`src/rtl/rst_seq_gen.sv`:
```
// Reset sequencer: async-assert / sync-deassert reset with a hold window and optional soft reset.
// Soft reset (SOFT state, soft_rst_req, soft_rst_ack) is built only with RST_SEQ_GEN_SOFT_RST_EN.
module rst_seq_gen #(
  parameter int unsigned SYNC_STAGES = 2,
  parameter int unsigned HOLD_CYCLES = 16
) (
  input  logic       clk,
  input  logic       rstn,
  input  logic       soft_rst_req,
  output logic       rst_out_n,
  output logic       soft_rst_ack,
  output logic [1:0] rst_cause
);

  localparam int unsigned CntW = $clog2(HOLD_CYCLES + 1);
  localparam logic [CntW-1:0] CntLoad = CntW'(HOLD_CYCLES - 1);

  localparam logic [1:0] StReset = 2'b00;
  localparam logic [1:0] StHold  = 2'b01;
  localparam logic [1:0] StRun   = 2'b10;
`ifdef RST_SEQ_GEN_SOFT_RST_EN
  localparam logic [1:0] StSoft  = 2'b11;
`endif

  logic [SYNC_STAGES-1:0] sync_q;
  logic                   sync_rstn;
  logic [1:0]             state_q, state_d;
  logic [CntW-1:0]        cnt_q, cnt_d;
  logic [1:0]             cause_q, cause_d;
  logic                   rst_out_q, rst_out_d;

  // Release synchronizer: clears asynchronously, fills with ones on the clock.
  always_ff @(posedge clk or negedge rstn) begin
    if (!rstn) begin
      sync_q <= '0;
    end else begin
      sync_q <= {sync_q[SYNC_STAGES-2:0], 1'b1};
    end
  end

  assign sync_rstn = sync_q[SYNC_STAGES-1];

`ifdef RST_SEQ_GEN_SOFT_RST_EN
  logic ack_q, ack_d;
`else
  logic unused_soft_rst_req;
  assign unused_soft_rst_req = soft_rst_req;
`endif

  always_comb begin
    state_d = state_q;
    cnt_d   = cnt_q;
    cause_d = cause_q;
`ifdef RST_SEQ_GEN_SOFT_RST_EN
    ack_d   = 1'b0;
`endif
    case (state_q)
      StReset: begin
        if (sync_rstn) begin
          state_d = StHold;
          cnt_d   = CntLoad;
        end
      end
      StHold: begin
        if (cnt_q == '0) begin
          state_d = StRun;
          cause_d = 2'b01;
        end else begin
          cnt_d = cnt_q - CntW'(1);
        end
      end
      StRun: begin
`ifdef RST_SEQ_GEN_SOFT_RST_EN
        if (soft_rst_req) begin
          state_d = StSoft;
          cnt_d   = CntLoad;
        end
`endif
      end
`ifdef RST_SEQ_GEN_SOFT_RST_EN
      StSoft: begin
        if (cnt_q == '0) begin
          state_d = StRun;
          cause_d = 2'b10;
          ack_d   = 1'b1;
        end else begin
          cnt_d = cnt_q - CntW'(1);
        end
      end
`endif
      default: state_d = StReset;
    endcase
  end

  // Output is registered from the next state so it rises on the edge that enters RUN.
  assign rst_out_d = (state_d == StRun);

  always_ff @(posedge clk or negedge rstn) begin
    if (!rstn) begin
      state_q   <= StReset;
      cnt_q     <= '0;
      cause_q   <= 2'b00;
      rst_out_q <= 1'b0;
    end else begin
      state_q   <= state_d;
      cnt_q     <= cnt_d;
      cause_q   <= cause_d;
      rst_out_q <= rst_out_d;
    end
  end

`ifdef RST_SEQ_GEN_SOFT_RST_EN
  always_ff @(posedge clk or negedge rstn) begin
    if (!rstn) begin
      ack_q <= 1'b0;
    end else begin
      ack_q <= ack_d;
    end
  end

  assign soft_rst_ack = ack_q;
`else
  assign soft_rst_ack = 1'b0;
`endif

  assign rst_out_n = rst_out_q;
  assign rst_cause = cause_q;

endmodule

```
`config.mk`:
```
export PLATFORM = sky130hd
export DESIGN_NAME = rst_seq_gen
export DESIGN_NICKNAME = d
export VERILOG_FILES = /design/src/rtl/rst_seq_gen.sv
export SDC_FILE = /design/constraint.sdc
export NUM_CORES = 1
export LEC_CHECK = 0
export CORE_AREA = 2 2 39 41
export CTS_BUF_LIST = sky130_fd_sc_hd__clkbuf_4 sky130_fd_sc_hd__clkbuf_8 sky130_fd_sc_hd__clkbuf_16
export DETAILED_ROUTE_END_ITERATION = 6
export DIE_AREA = 0 0 41 43
export SLEW_MARGIN = 20
export SYNTH_ARGS = -nofsm -noshare
export SYNTH_HDL_FRONTEND = slang
export SYNTH_SLANG_ARGS = --single-unit
```
`constraint.sdc`:
```
create_clock -name clk -period 2.3 [get_ports clk]
set_input_delay 0.23 -clock clk [delete_from_list [all_inputs] [get_ports clk]]
set_output_delay 0.23 -clock clk [all_outputs]
set_load 0.02 [all_outputs]
```
==> impl_table.tex <==
\begin{tabular}{lr}
\hline
Metric & Value \\
\hline
\multicolumn{2}{l}{\textbf{Placement}} \\
Routability cong. & 0.7089 \\
Total of buffers placed on input and output ports & 3 \\
Cell area after placement & 571.8 um2 \\
Hpwl dp & 595.1 um \\
Post-Place Setup Slack & 0.7654 ns \\
Number of placed instances, taps included & 66 \\
\multicolumn{2}{l}{\textbf{Floorplanning}} \\
Cell Rows & 14 \\
Overall die area & 1763 um2 \\
Chip width & 41 um \\
Die Y-Extent & 43 um \\
Placeable core region & 1384 um2 \\
\# IOs & 7 \\
Starting density of the core & 39.24\% \\
\multicolumn{2}{l}{\textbf{Power and ir drop}} \\
Total power & 0.7599 mW \\
Largest vdd supply drop & 0.6368 mV \\
Areal power density over the cells & 1263 nW/um2 \\
Reported leakage power & 0.2595 nW \\
\multicolumn{2}{l}{\textbf{Route}} \\
Number of nets with antenna violations after routing & 0 \\
DRT met1 WL & 446 um \\
Highest routed layer & met4 \\
Violation count after the first detailed-route iteration & 8 \\
DR WL/cell & 12.00 um \\
Met2 layer wire length in the routed design & 339 um \\
Detailed-route via count & 355 \\
Drt via density & 5.071 \\
First-pass iteration count of the detailed router & 3 \\
DRC violations left & 0 \\
Post-Route WL & 840 um \\
Amount of wire on met3 after detailed routing & 34 um \\
\multicolumn{2}{l}{\textbf{Clocking}} \\
Number of clock buffers inserted by TritonCTS & 3 \\
Clock sink total & 11 \\
Clock Tree Buf Depth & 2 \\
Buffer cell driving the clock tree root & sky130\_fd\_sc\_hd\_\_clkbuf\_4 \\
Hold-fix buffers at CTS & 0 \\
CTS tree & done \\
Clock latency of the later-clocked register in the worst-skew pair & 0.27 ns \\
Number of buffers inserted to repair setup after CTS & 0 \\
Maximum level of the CTS H-tree & 1 \\
Number of resized instances in the post-cts repair step & 0 \\
Worst-path clk slew & 0.07 ns \\
\multicolumn{2}{l}{\textbf{Final layout}} \\
Area growth syn-to-layout & 10.83\% \\
Number of antenna diodes & 0 \\
Total Nets Final & 59 \\
Total non-filler cell area in the finished layout & 601.8 um2 \\
Final core area utilization & 43.49\% \\
Layout Cells excl Fill & 70 \\
Leading cell types in the layout, fill and taps excluded & sky130\_fd\_sc\_hd\_\_dfrtp\_1, sky130\_fd\_sc\_hd\_\_inv\_1, sky130\_fd\_sc\_hd\_\_nor2\_1, sky130\_fd\_sc\_hd\_\_clkbuf\_4 \\
Ratio of cells with drive above 1 in the final layout & 12.96\% \\
Most common cell after layout, fill and taps aside & sky130\_fd\_sc\_hd\_\_dfrtp\_1 \\
\multicolumn{2}{l}{\textbf{STA}} \\
Total negative slack & 0 ns \\
Tcrit/Tclk final & 66.49\% \\
PnR worst setup slack & 0.7708 ns \\
Count of final max-slew check failures & 0 \\
Setup repair after global routing missed its margin & no \\
Worst Clk Skew & 0.001558 ns \\
Fmax achieved & 0.6539 GHz \\
Hold Violations, Final & 0 \\
Time the final worst path needs with I/O delays and setup & 1.529 ns \\
Post-route worst hold slack & 0.2902 ns \\
Number of endpoints failing setup at the final stage & 0 \\
\multicolumn{2}{l}{\textbf{Worst setup path}} \\
Worst setup SP type & flip-flop \\
Capturing instance or port of the critical path & state\_q[0] \\
Path type of the worst setup path & flip-flop to flip-flop \\
Critical path capture point type & flip-flop \\
Arrival time of the worst setup path & 1.69 ns \\
Worst reg2reg startpoint & cnt\_q[0] \\
Origin of the worst setup path & cnt\_q[0] \\
Endpoint of the most critical register-to-register path & state\_q[0] \\
R2R cell count & 5 \\
Endpoint required time on the critical path & 2.46 ns \\
Largest fanout of any net on the critical path & 6 \\
Flop-to-flop setup slack & 0.77 ns \\
\multicolumn{2}{l}{\textbf{Global route}} \\
First-pass GRT wire length & 1497 um \\
Maximum number of pins on one net before global-route repair & 14 \\
Number of antenna violations at the first check in global routing & 0 \\
Global-route usage over all layers & 12.76\% \\
Final global-route overflow total & 0 \\
Vias in the first global route & 357 \\
\multicolumn{2}{l}{\textbf{Yosys}} \\
Mapped Area & 543.0 um2 \\
Number of instances in the synthesized netlist & 50 \\
Warnings, synthesis & 0 \\
Sequential element share of the synthesized area & 50.69\% \\
Synthesis-stage register bit count & 11 \\
Netlist cell types & 26 \\
Avg Synthesized Cell Area & 10.86 um2 \\
\multicolumn{2}{l}{\textbf{Outcome}} \\
Status & finished clean \\
\multicolumn{2}{l}{\textbf{Run}} \\
Max-capacitance violation count & 0 \\
\multicolumn{2}{l}{\textbf{Worst hold path}} \\
Hold Path Class & primary input to async pin \\
\hline
\end{tabular}
## sequential cells by signal, indices dropped and copies added, names as in the netlist
| signal | flops |
|---|---|
| cnt_q | 5 |
| rst_out_n | 1 |
| state_q | 2 |
| rst_cause | 1 |
| sync_q | 2 |
## logic make-up (layout without fill, tap and decap cells)
family / count (synthesis) / in the layout / share of synthesized area, %
simple gates: 15 / 15 / 17.97
buf+inv: 8 / 11 / 7.372
other cells: 2 / 3 / 1.383
fa+ha+maj: 1 / 1 / 2.304
mux: 3 / 3 / 5.530
flops: 11 / 11 / 50.69
compound gates: 10 / 10 / 14.75
## how the worst min path moves through the flow
| stage | start | slack, ns | endpoint | cells past startpoint |
|---|---|---|---|---|
| floorplan | rstn | -0.07 | cnt_q[0] | 0 |
| global route | rstn | 0.35 | state_q[1] | 1 |
| CTS | rstn | 0.31 | cnt_q[2] | 1 |
| detailed placement | sync_q[0] | 0.33 | sync_q[1] | 0 |
| finish | rstn | 0.29 | state_q[1] | 1 |
| global placement | sync_q[0] | 0.33 | sync_q[1] | 0 |
## per-layer routing
metal / up-vias / GRT usage (%)
met5: - / 0
met4: 0 / 6.000
met3: 3 / 4.712
met2: 8 / 16.56
met1: 165 / 18.31
li1: 179 / -
## cells in the mapped netlist
library cell / instances / area (um2)
sky130_fd_sc_hd__a311oi_1: 1 / 8.760
sky130_fd_sc_hd__a31oi_1: 1 / 6.260
sky130_fd_sc_hd__and2_1: 1 / 6.260
sky130_fd_sc_hd__buf_2: 2 / 10.01
sky130_fd_sc_hd__buf_4: 2 / 15.01
sky130_fd_sc_hd__conb_1: 2 / 7.510
sky130_fd_sc_hd__dfrtp_1: 11 / 275.3
sky130_fd_sc_hd__ha_1: 1 / 12.51
sky130_fd_sc_hd__inv_1: 4 / 15.01
sky130_fd_sc_hd__mux2i_1: 3 / 30.03
sky130_fd_sc_hd__nand2_1: 2 / 7.510
sky130_fd_sc_hd__nand3b_1: 1 / 7.510
sky130_fd_sc_hd__nor2_1: 4 / 15.01
sky130_fd_sc_hd__nor2b_1: 2 / 12.51
sky130_fd_sc_hd__nor3_1: 1 / 5.000
sky130_fd_sc_hd__nor3b_1: 1 / 7.510
sky130_fd_sc_hd__nor4_1: 1 / 6.260
sky130_fd_sc_hd__nor4b_4: 1 / 23.77
sky130_fd_sc_hd__o2111ai_1: 1 / 8.760
sky130_fd_sc_hd__o21a_1: 1 / 7.510
sky130_fd_sc_hd__o21ai_0: 1 / 5.000
sky130_fd_sc_hd__o21ba_2: 1 / 10.01
sky130_fd_sc_hd__o21bai_1: 1 / 7.510
sky130_fd_sc_hd__o221ai_1: 2 / 17.52
sky130_fd_sc_hd__o2bb2ai_1: 1 / 8.760
sky130_fd_sc_hd__or2_2: 1 / 6.260
## layout make-up
class | instances | area (um2)
inverters | 4 | 15.01
flip-flops and latches | 11 | 275.3
multi-input cells | 32 | 231.5
repair buffers | 3 | 30.03
clock buffers | 4 | 30.03
fillers | 134 | 782.0
well taps | 16 | 20.02
## critical path: stages, from the launching register on
cell and delay [ns]:
sky130_fd_sc_hd__dfrtp_1 0.41, sky130_fd_sc_hd__inv_1 0.09, sky130_fd_sc_hd__ha_1 0.22, sky130_fd_sc_hd__nor4b_4 0.36
sky130_fd_sc_hd__nand2_1 0.17, sky130_fd_sc_hd__and2_1 0.17
## power by group
group          internal, mW  leakage [nW]  switching, mW
registers             0.258         0.130         0.0969
clock network        0.0789        0.0184         0.0631
logic                 0.143         0.111          0.120
Note: power is estimated with default switching activity, not from simulation.
